### src/rtl/action_scheduler.sv
// ============================================================================
//  Module      : action_scheduler
//  Description : Arbitrates button and CV action requesters into a small FIFO
//                and releases at most one action per video frame as player
//                move/jump pulses and a slide_hold level.
//                Optional macro ACTION_SCHED_COALESCE_EN cancels opposing
//                LEFT/RIGHT pairs against the FIFO tail.
//  Revision    : 1.0 - initial release
// ============================================================================
`default_nettype none

module action_scheduler #(
    parameter int DEPTH = 4,
    parameter int CNT_W = 8
) (
    input  logic                     clock,
    input  logic                     reset,
    input  logic                     frame_done,
    input  logic                     game_active,
    input  logic                     btn_valid,
    input  logic [2:0]               btn_action,
    output logic                     btn_ready,
    input  logic                     cv_valid,
    input  logic [2:0]               cv_action,
    output logic                     cv_ready,
    input  logic                     is_jumping,
    input  logic                     is_sliding,
    output logic                     move_left_pulse,
    output logic                     move_right_pulse,
    output logic                     jump_pulse,
    output logic                     slide_hold,
    output logic [$clog2(DEPTH):0]   queue_count,
    output logic [CNT_W-1:0]         drop_count
);

    localparam int c_PTR_W = $clog2(DEPTH);
    localparam int c_CNT_W = c_PTR_W + 1;
    localparam logic [c_CNT_W-1:0] c_FULL = c_CNT_W'(DEPTH);

    localparam logic [2:0] c_ACT_LEFT      = 3'd1;
    localparam logic [2:0] c_ACT_RIGHT     = 3'd2;
    localparam logic [2:0] c_ACT_JUMP      = 3'd3;
    localparam logic [2:0] c_ACT_SLIDE_ON  = 3'd4;
    localparam logic [2:0] c_ACT_SLIDE_OFF = 3'd5;

    logic [2:0]          r_mem [DEPTH];
    logic [c_PTR_W-1:0]  r_rd_ptr;
    logic [c_PTR_W-1:0]  r_wr_ptr;
    logic [c_CNT_W-1:0]  r_count;
    logic                r_prio_cv;
    logic                r_left;
    logic                r_right;
    logic                r_jump;
    logic                r_slide;
    logic [CNT_W-1:0]    r_drop;

    logic                w_btn_real;
    logic                w_cv_real;
    logic                w_pop;
    logic                w_room;
    logic                w_grant_btn;
    logic                w_grant_cv;
    logic                w_push_any;
    logic [2:0]          w_push_act;
    logic                w_cancel;
    logic                w_write;
    logic [2:0]          w_head;
    logic                w_jump_blocked;

    // Codes 0, 6 and 7 are swallowed without touching the queue
    function automatic logic f_is_real(input logic [2:0] a);
        return (a >= c_ACT_LEFT) && (a <= c_ACT_SLIDE_OFF);
    endfunction

    assign w_btn_real = btn_valid && f_is_real(btn_action);
    assign w_cv_real  = cv_valid  && f_is_real(cv_action);
    assign w_pop      = game_active && frame_done && (r_count != '0);
    assign w_room     = (r_count != c_FULL) || w_pop;

    // r_prio_cv=1 means btn was granted last, so cv wins a tie
    assign w_grant_btn = w_room && w_btn_real && (!w_cv_real || !r_prio_cv);
    assign w_grant_cv  = w_room && w_cv_real  && (!w_btn_real || r_prio_cv);
    assign w_push_any  = game_active && (w_grant_btn || w_grant_cv);
    assign w_push_act  = w_grant_btn ? btn_action : cv_action;

    assign btn_ready = !game_active ||
                       (btn_valid && (!f_is_real(btn_action) || w_grant_btn));
    assign cv_ready  = !game_active ||
                       (cv_valid && (!f_is_real(cv_action) || w_grant_cv));

    assign w_head         = r_mem[r_rd_ptr];
    assign w_jump_blocked = is_jumping || is_sliding;

`ifdef ACTION_SCHED_COALESCE_EN
    logic [c_PTR_W-1:0]  w_tail_ptr;
    logic [2:0]          w_tail;
    logic [c_CNT_W-1:0]  w_min_count;

    assign w_tail_ptr  = r_wr_ptr - c_PTR_W'(1);
    assign w_tail      = r_mem[w_tail_ptr];
    // A tail that is also being popped this cycle cannot be cancelled
    assign w_min_count = w_pop ? c_CNT_W'(1) : c_CNT_W'(0);
    assign w_cancel    = w_push_any && (r_count > w_min_count) &&
                         (((w_push_act == c_ACT_LEFT)  && (w_tail == c_ACT_RIGHT)) ||
                          ((w_push_act == c_ACT_RIGHT) && (w_tail == c_ACT_LEFT)));
`else
    assign w_cancel = 1'b0;
`endif

    assign w_write = w_push_any && !w_cancel;

    always_ff @(posedge clock) begin
        if (w_write) begin
            r_mem[r_wr_ptr] <= w_push_act;
        end
    end

    always_ff @(posedge clock or posedge reset) begin
        if (reset) begin
            r_rd_ptr  <= '0;
            r_wr_ptr  <= '0;
            r_count   <= '0;
            r_prio_cv <= 1'b0;
            r_left    <= 1'b0;
            r_right   <= 1'b0;
            r_jump    <= 1'b0;
            r_slide   <= 1'b0;
            r_drop    <= '0;
        end else if (!game_active) begin
            r_rd_ptr  <= '0;
            r_wr_ptr  <= '0;
            r_count   <= '0;
            r_left    <= 1'b0;
            r_right   <= 1'b0;
            r_jump    <= 1'b0;
            r_slide   <= 1'b0;
        end else begin
            r_left  <= w_pop && (w_head == c_ACT_LEFT);
            r_right <= w_pop && (w_head == c_ACT_RIGHT);
            r_jump  <= w_pop && (w_head == c_ACT_JUMP) && !w_jump_blocked;

            if (w_pop && (w_head == c_ACT_JUMP) && w_jump_blocked && (r_drop != '1)) begin
                r_drop <= r_drop + CNT_W'(1);
            end

            if (w_pop && (w_head == c_ACT_SLIDE_ON)) begin
                r_slide <= 1'b1;
            end else if (w_pop && (w_head == c_ACT_SLIDE_OFF)) begin
                r_slide <= 1'b0;
            end

            if (w_pop) begin
                r_rd_ptr <= r_rd_ptr + c_PTR_W'(1);
            end

            if (w_cancel) begin
                r_wr_ptr <= r_wr_ptr - c_PTR_W'(1);
            end else if (w_write) begin
                r_wr_ptr <= r_wr_ptr + c_PTR_W'(1);
            end

            r_count <= r_count + c_CNT_W'(w_write) - c_CNT_W'(w_pop) - c_CNT_W'(w_cancel);

            if (w_grant_btn) begin
                r_prio_cv <= 1'b1;
            end else if (w_grant_cv) begin
                r_prio_cv <= 1'b0;
            end
        end
    end

    assign move_left_pulse  = r_left;
    assign move_right_pulse = r_right;
    assign jump_pulse       = r_jump;
    assign slide_hold       = r_slide;
    assign queue_count      = r_count;
    assign drop_count       = r_drop;

endmodule

`default_nettype wire

### config.mk
export PLATFORM = sky130hd
export DESIGN_NAME = action_scheduler
export DESIGN_NICKNAME = d
export VERILOG_FILES = /design/src/rtl/action_scheduler.sv
export SDC_FILE = /design/constraint.sdc
export NUM_CORES = 1
export LEC_CHECK = 0
export CORE_ASPECT_RATIO = 0.6
export CORE_MARGIN = 1.5
export CORE_UTILIZATION = 50
export CTS_CLUSTER_DIAMETER = 60
export DETAILED_ROUTE_END_ITERATION = 12
export GPL_TIMING_DRIVEN = 1
export PLACE_DENSITY = 0.83
export SLEW_MARGIN = 20
export SYNTH_ARGS = -nofsm -noshare
export SYNTH_HDL_FRONTEND = slang
export SYNTH_SLANG_ARGS = --single-unit
### constraint.sdc
create_clock -name clock -period 3.4 [get_ports clock]
set_clock_uncertainty 0.05 [all_clocks]
set_input_delay 0.68 -clock clock [delete_from_list [all_inputs] [get_ports clock]]
set_output_delay 0.68 -clock clock [all_outputs]
set_load 0.01 [all_outputs]
; ---- After elaboration in Yosys (flattened, before gate mapping)
; Memory sizes are Yosys's and may differ from the RTL's.
; Index checks and enable logic that the tools add are counted.
[op_classes]
n_addsub = 5
magnitude_cmp = 4
eq_ne = 10
n_mux = 16
n_reduce_logical = 41
[op_table]
columns = op, n
row1 = $logic_and A1 B1 Y1, 21
row2 = $mux W1, 10
row3 = $logic_or A1 B1 Y1, 9
row4 = $add A8 B1 Y8 const B, 1
row5 = $mux W2, 4
row6 = $ne A8 B8 Y1 const B, 1
row7 = $logic_not A1 Y1, 7
row8 = $eq A3 B2 Y1 const B, 2
row9 = $eq A3 B3 Y1 const B, 2
row10 = $ge A3 B1 Y1 const B, 2
row11 = $le A3 B3 Y1 const B, 2
row12 = $mux W3, 2
row13 = $add A2 B1 Y2 const B, 2
row14 = $ne A2 B1 Y1 const B, 2
row15 = $reduce_and A2 Y1, 2
row16 = $add A3 B1 Y3, 1
row17 = $eq A3 B1 Y1 const B, 1
row18 = $ne A3 B1 Y1 const B, 1
row19 = $ne A3 B3 Y1 const B, 1
row20 = $reduce_bool A3 Y1, 1
row21 = $sub A3 B1 Y3, 1
row22 = $reduce_bool A2 Y1, 1
[totals]
ff_bits = 20
ramBits = 12
in_bits = 14
out_inout_bits = 17
word_cells = 86
memories = 1
[mem_list]
columns = memory, depth, width, read_ports, rd_ports_with_merged_regs, wr, line
row1 = r_mem, 4, 3, 1, 0, 1, 46  ; logic [2:0] r_mem [DEPTH];

; ---- Logic depth before layout (Yosys ltp)
; Gate-level depths: netlist of the first run.
[logic_depth]
word_depth = 11
depth_mapped = 12
ltp_nobuf = 12

; ---- Worst setup path after synthesis of the first run
; No wires, ideal clock.
[synth_timing]
path_type = input -> register
start = in game_active
end = reg r_count[2] (netlist: queue_count[2])
setup_ns = 0.119
arrival_ns = 2.936
required_ns = 3.231
path_slack_ns = 0.295
path_stages = 11
n_path_buf = 0
path_cell_list = a2111oi_0 -> a21oi_1 -> nand2_1 -> ha_1 -> inv_1 -> ha_1 -> inv_1 -> fa_1 -> xnor2_1 -> xnor2_1 -> and2_1
[synth_via]
elab_chain_len = 10
word_cells_on_any_way = 12
classes_between = 2 x add/sub / 1 x mux / 9 x reduce/logical
[synth_rtl]
columns = item, line
row1 = start: declaration, 19  ; input logic game_active,
row2 = $logic_and A1 B1 Y1 (2 in series), 77  ; assign w_pop = game_active && frame_done && (r_count != '0);
row3 = $logic_or A1 B1 Y1, 78  ; assign w_room = (r_count != c_FULL) || w_pop;
row4 = "$logic_and A1 B1 Y1, on equally long branches (2 in series)", "81, 82"
row5 = $logic_or A1 B1 Y1, 83  ; assign w_push_any = game_active && (w_grant_btn || w_grant_cv);
row6 = $logic_and A1 B1 Y1, 83
row7 = $add A3 B1 Y3, 162  ; r_count <= r_count + c_CNT_W'(w_write) - c_CNT_W'(w_pop) - c_CNT_W'(w_cancel);
row8 = $sub A3 B1 Y3, 162
row9 = $mux W3 (*), 129  ; end else if (!game_active) begin
row10 = end signal: assignment, 162
row11 = end: declaration, 49  ; logic [c_CNT_W-1:0] r_count;
; Every way passes the cells marked *; elsewhere a longest branch is shown, timed or not.
; A chain may end at the register's enable or synchronous reset.

; ---- Worst setup path in the final report of the first run
[layout_timing]
start = in btn_action[1]
end = out cv_ready
[layout_via]
elab_chain_len = 9
word_cells_on_any_way = 10
classes_between = 2 x order compare / 8 x reduce/logical
[layout_rtl]
columns = item, line
row1 = start: declaration, 21  ; input logic [2:0] btn_action,
row2 = $ge A3 B1 Y1 or $le A3 B3 Y1 (tied branches), 72  ; return (a >= c_ACT_LEFT) && (a <= c_ACT_SLIDE_OFF);
row3 = $logic_and A1 B1 Y1 (*), 72
row4 = $logic_and A1 B1 Y1 (*), 75  ; assign w_btn_real = btn_valid && f_is_real(btn_action);
row5 = $logic_not A1 Y1 (*), 82  ; assign w_grant_cv = w_room && w_cv_real && (!w_btn_real || r_prio_cv);
row6 = $logic_or A1 B1 Y1 (*), 82
row7 = $logic_and A1 B1 Y1 (*), 82
row8 = $logic_or A1 B1 Y1 (*), 89  ; (cv_valid && (!f_is_real(cv_action) || w_grant_cv));
row9 = $logic_and A1 B1 Y1 (*), 89
row10 = $logic_or A1 B1 Y1 (*), 88  ; assign cv_ready = !game_active ||
row11 = end: declaration, 25  ; output logic cv_ready,
; Marks and branches as above.

==> results of run 1 <==
-- per-stage QoR --
step / setup slack (ns) / cells
2_1_floorplan: 0.295 / 130
3_3_place_gp: 0.121 / 203
3_5_place_dp: 0.0870 / 203
4_1_cts: 0.0983 / 211
5_1_grt: 0.0000353 / 211
6_report: 0.0964 / 211
-- path summary, 6_finish.rpt --
kind	start	end	depth (start not counted)
max reg2reg	queue_count[2]	queue_count[2]	13
min in group asynchronous	reset	r_prio_cv	2
min reg2reg	drop_count[5]	drop_count[5]	1
max	btn_action[1]	cv_ready	7
min	drop_count[5]	drop_count[5]	1
max in group asynchronous	reset	drop_count[6]	2
-- layout by cell type, fill, tap and decap left out, types with 2 or more instances in the layout --
master / Yosys / layout
a21oi_1: 2 / 2
and2_1: 6 / 6
and3_1: 8 / 8
buf_4: 0 / 4
clkbuf_8: 0 / 5
clkdlybuf4s50_1: 0 / 30
dfrtp_1: 20 / 20
edfxtp_1: 12 / 12
ha_1: 7 / 7
inv_1: 7 / 7
mux4_2: 3 / 3
nand2_1: 19 / 19
nand3_1: 2 / 2
nand4_1: 4 / 4
nor2_1: 3 / 3
nor2b_1: 2 / 2
o21ai_0: 2 / 2
xnor2_1: 10 / 10
xor2_1: 2 / 2
-- cell families after synthesis --
| group | share of synthesized area [%] |
|---|---|
| simple gates | 18.1 |
| flops | 54.1 |
| compound gates | 5.98 |
| xor+xnor | 6.61 |
| buf+inv | 2.83 |
| fa+ha+maj | 6.77 |
| mux | 5.59 |
-- worst max-delay path, stage by stage --
cell and delay, ns:
clkdlybuf4s50_1 0.43, or3_1 0.40, nand3_1 0.19, nor2_1 0.06
o21ai_0 0.14, a21bo_2 0.14, clkdlybuf4s50_1 0.52
-- per-layer routing --
metal,wire [um],up-vias
li1,-,538
met3,176,4
met2,1410,36
met1,1620,557
met5,0,-
met4,30,0
-- layout make-up --
type / count / area [um2] / area share, %
repair buffers: 34 / 330 / 16.0
multi-input cells: 88 / 691 / 33.4
inverters: 7 / 26.3 / 1.27
clock buffers: 6 / 72.6 / 3.51
flip-flops and latches: 32 / 861 / 41.6
clock inverters: 2 / 35.0 / 1.69
well taps: 42 / 52.6 / 2.54
-- power breakdown --
group          switching, mW  internal, mW
registers             0.0648         0.459
clock network          0.139         0.217
logic                  0.147         0.181
-- flip-flops by register name, summed over array words and instances, names as in the netlist --
name	flops
move_right_pulse	1
jump_pulse	1
drop_count	8
queue_count	3
r_rd_ptr	2
r_mem	12
r_wr_ptr	2
move_left_pulse	1
r_prio_cv	1
slide_hold	1
-- what timing repair did --
item                                   in CTS  in global routing
hold buffers                                0                  0
endpoints found under the hold margin       0                  0
setup endpoints to repair                   0                  1
resized for setup                           0                  1
==> reports/metrics.yaml, run 1 <==
status: "completed"
nets: 190
setup_viol: 0
power_density_nw_per_um2: 584
ys_types: 36
grt_pass1_vias: 1051
num_vias: 1135
r2r_slack_ns: 0.77
place_area_um2: 1950
final_util_pct: 70.2
grt_max_degree: 21
netlist_area_um2: 1590
drt_pass1_iterations: 4
fmax_ghz: 0.303
total_leakage_power_nw: 0.912
hold_path_class: "flop to flop"
cts.sinks: 32
postCtsSetupBuffers: 0
finalMaxSlewViolations: 0
fp.dieW_um: 75.8
numCtsBuffers: 5
finalHoldViolations: 0
dieHeight_um: 46.7
antenna_left: 0
power_mw: 1.21
worstSetupPathType: "primary input to output port"
top_usage_layer: "met1"
grt_pass1_wl_um: 5150
portBuffers: 30
drive_gt1_share_pct: 10.7
grt_setup_unrepaired: "false"
fillers: 218
crit_fanout: 4
syn_nets: 152
wirelength_um: 3230
io_pins: 31
yosys.area.top_type: "dfrtp_1"
wl_per_cell_um: 15.3
worst_pin_slew_ns: 0.755
irDropWorstVdd_mv: 0.316
via_per_inst: 5.38
syn-instance-count: 130
row_count: 15
gr-total-overflow: 0
grt_usage_pct: 21.4
fin_area_um2: 2070
drc: 0
place.gp.congestion: 0.842
syn_to_final_growth_pct: 30.1
clkTransAtPathRegs_ns: 0.07
yosys_warnings: 0
synth-edff-count: 12
period_needed_ns: 3.30
start_kind: "primary input"
relSlewSlack_pct: 49.6
use_met3_pct: 6.78
cts_root_buffer: "clkbuf_8"
clk_latency_ns: 0.28
drt_iter0_drc: 123
synth_common_cells: "20 x dfrtp_1, 19 x nand2_1, 12 x edfxtp_1, 10 x xnor2_1, 8 x and3_1"
synth.area.top_cells: "dfrtp_1 31%, edfxtp_1 23%, ha_1 5.5%, xnor2_1 5.5%, nand2_1 4.5%"
h-tree-depth: 2
ys.flop_type: "dfrtp_1"
ys_seq_area_share_pct: 54.1
whs_ns: 0.450
synth_seq_cells: 32
synth_most_common_cell: "dfrtp_1"
fin_tns_setup_ns: 0
ys_async_sr_fraction_pct: 62.5
cts_tree: "done"
clockBufferDepth: 2
dp_hpwl_um: 2420
met2_usage_pct: 28.5
num_antenna_cells: 0
avgSynthCellArea_um2: 12.2
met1_usage_pct: 31.3
cp.required_ns: 2.67
antenna_found_initial: 0
die_area_um2: 3540
cp-end-kind: "output port"
core_um2: 2950
maxCapViolCount: 0
fin_crit_sh_pct: 97.2
initial_core_util_pct: 54.0
synthDominantCellAreaShare_pct: 31.5
cp.arrival_ns: 2.57
Power figures use the tool's default switching activity.
==> run 2: changes to the inputs <==
--- a/config.mk
+++ b/config.mk
@@ -5,12 +5,12 @@
 export SDC_FILE = /design/constraint.sdc
 export NUM_CORES = 1
 export LEC_CHECK = 0
+export CAP_MARGIN = 0
 export CORE_ASPECT_RATIO = 0.6
 export CORE_MARGIN = 1.5
 export CORE_UTILIZATION = 50
 export CTS_CLUSTER_DIAMETER = 60
 export DETAILED_ROUTE_END_ITERATION = 12
-export GPL_TIMING_DRIVEN = 1
 export PLACE_DENSITY = 0.83
 export SLEW_MARGIN = 20
 export SYNTH_ARGS = -nofsm -noshare
==> results of run 2 <==
Same layout as run 1: the final DEF is identical, and so are final timing and power.
==> run 3: changes to the inputs <==
--- a/config.mk
+++ b/config.mk
@@ -12,6 +12,7 @@
 export CTS_CLUSTER_DIAMETER = 60
 export DETAILED_ROUTE_END_ITERATION = 12
 export PLACE_DENSITY = 0.83
+export RECOVER_POWER = 25
 export SLEW_MARGIN = 20
 export SYNTH_ARGS = -nofsm -noshare
 export SYNTH_HDL_FRONTEND = slang
==> reports/metrics.yaml, run 3 (synthesis results as in run 1) <==
cts.sinks: 32  # unchanged
cp-end-kind: "output port"
final_common_cell: "clkdlybuf4s50_1"
period_needed_ns: 3.30  # unchanged
setup_viol: 0  # unchanged
cts_tree: "done"
die_area_um2: 3540  # unchanged
maxCapViolCount: 0  # unchanged
portBuffers: 30  # unchanged
clk_latency_ns: 0.28  # about the same
cts_root_buffer: "clkbuf_8"
drc: 0  # unchanged
crit_fanout: 4  # unchanged
gr-total-overflow: 0  # unchanged
grt_pass1_wl_um: 5150  # unchanged
finalHoldViolations: 0  # unchanged
wl_per_cell_um: 15.3  # unchanged
fin_tns_setup_ns: 0  # unchanged
cp.arrival_ns: 2.57  # about the same
h-tree-depth: 2  # unchanged
fin_ws_ns: 0.0964  # unchanged
worst_pin_slew_ns: 0.755  # +0.000235 ns
num_antenna_cells: 0  # unchanged
numCtsBuffers: 5  # unchanged
layout_common_cells: "29 x clkdlybuf4s50_1, 20 x dfrtp_1, 19 x nand2_1"
grt_setup_unrepaired: "false"
grt_max_degree: 21  # unchanged
irDropWorstVdd_mv: 0.316  # about the same
fin_crit_sh_pct: 97.2  # unchanged
worstSetupPathType: "primary input to output port"
r2r-start: "queue_count[2]"
syn_to_final_growth_pct: 30.1  # unchanged
cp.required_ns: 2.67  # about the same
clkTransAtPathRegs_ns: 0.07  # about the same
place.gp.congestion: 0.842  # unchanged
fp.dieW_um: 75.8  # unchanged
status: "completed"
io_pins: 31  # unchanged
clockBufferDepth: 2  # unchanged
regMostFlops: "r_mem"
row_count: 15  # unchanged
core_um2: 2950  # unchanged
hold_path_class: "flop to flop"
drt_pass1_iterations: 4  # unchanged
initial_core_util_pct: 54.0  # unchanged
grt_usage_pct: 21.4  # unchanged
start_kind: "primary input"
fmax_ghz: 0.303  # unchanged
place_area_um2: 1950  # unchanged
crit_path_start: "btn_action[1]"
dieHeight_um: 46.7  # unchanged
power_density_nw_per_um2: 584  # about the same
grt_pass1_vias: 1051  # unchanged
hp-start: "drop_count[5]"
drive_gt1_share_pct: 10.7  # unchanged
post-place-ws_ns: 0.0870  # unchanged
relSlewSlack_pct: 49.6  # about the same
drt_iter0_drc: 123  # unchanged
power_mw: 1.21  # about the same
antenna_left: 0  # unchanged
num_vias: 1135  # unchanged
finalMaxSlewViolations: 0  # unchanged
wirelength_um: 3230  # unchanged
dp_hpwl_um: 2420  # unchanged
fin_area_um2: 2070  # unchanged
via_per_inst: 5.38  # unchanged
antenna_found_initial: 0  # unchanged
total_leakage_power_nw: 0.912  # about the same
largest_reg_flops: 12  # unchanged
hold_buffers: 0  # unchanged
nets: 190  # unchanged
[run 3: final timing paths]
| kind | end | slack [ns] | cells after the start |
|---|---|---|---|
| worst max-delay path | cv_ready | 0.1 | 7 |
| worst min-delay path | drop_count[5] | 0.45 | 1 |
| worst max register to register | queue_count[2] | 0.77 | 13 |
| worst min register to register | drop_count[5] | 0.45 | 1 |
| max in group asynchronous | drop_count[6] | 1.91 | 2 |
| min in group asynchronous | r_prio_cv | 0.92 | 2 |
[run 3: critical path, stage by stage]
cell,delay (ns)
clkdlybuf4s50_1,0.43
or3_1,0.40
nand3_1,0.19
nor2_1,0.06
o21ai_0,0.14
a21bo_2,0.14
clkdlybuf4s50_1,0.52
[run 3: final cells by class]
| type | instances | area (um2) |
|---|---|---|
| tap | 42 | 52.6 |
| clock buffer | 6 | 72.6 |
| clock inverter | 2 | 35.0 |
| multi-input combinational | 88 | 691 |
| inverter | 7 | 26.3 |
| fill | 218 | 878 |
| timing repair buffer | 34 | 330 |
| sequential | 32 | 861 |
[run 3: through the flow]
step	util (%)	std cells	hold slack, ns
6_report	70.2	211	0.450
5_1_grt	70.2	211	0.481
4_1_cts	70.0	211	0.450
3_5_place_dp	66.3	203	0.440
3_3_place_gp	66.3	203	0.428
2_1_floorplan	-	130	0.460
[run 3: power breakdown]
group	total (mW)	switching, mW	leakage [nW]	internal, mW
combinational	0.328	0.147	0.475	0.181
sequential	0.523	0.0648	0.382	0.459
clock	0.356	0.139	0.0552	0.217
total	1.21	0.350	0.912	0.857
[run 3: per-layer routing]
layer,GRT usage (%),up-vias,wire length (um),share of wire [%]
li1,-,538,-,-
met1,31.3,557,1620,50
met2,28.5,36,1410,44
met3,6.78,4,176,5.4
met4,10.0,0,30,0.93
met5,0,-,0,0
[run 3: timing repair]
action / in CTS / in global routing
gates resized for setup: 0 / 1
endpoints found under the setup margin: 0 / 1
buffers inserted: 0 / 0
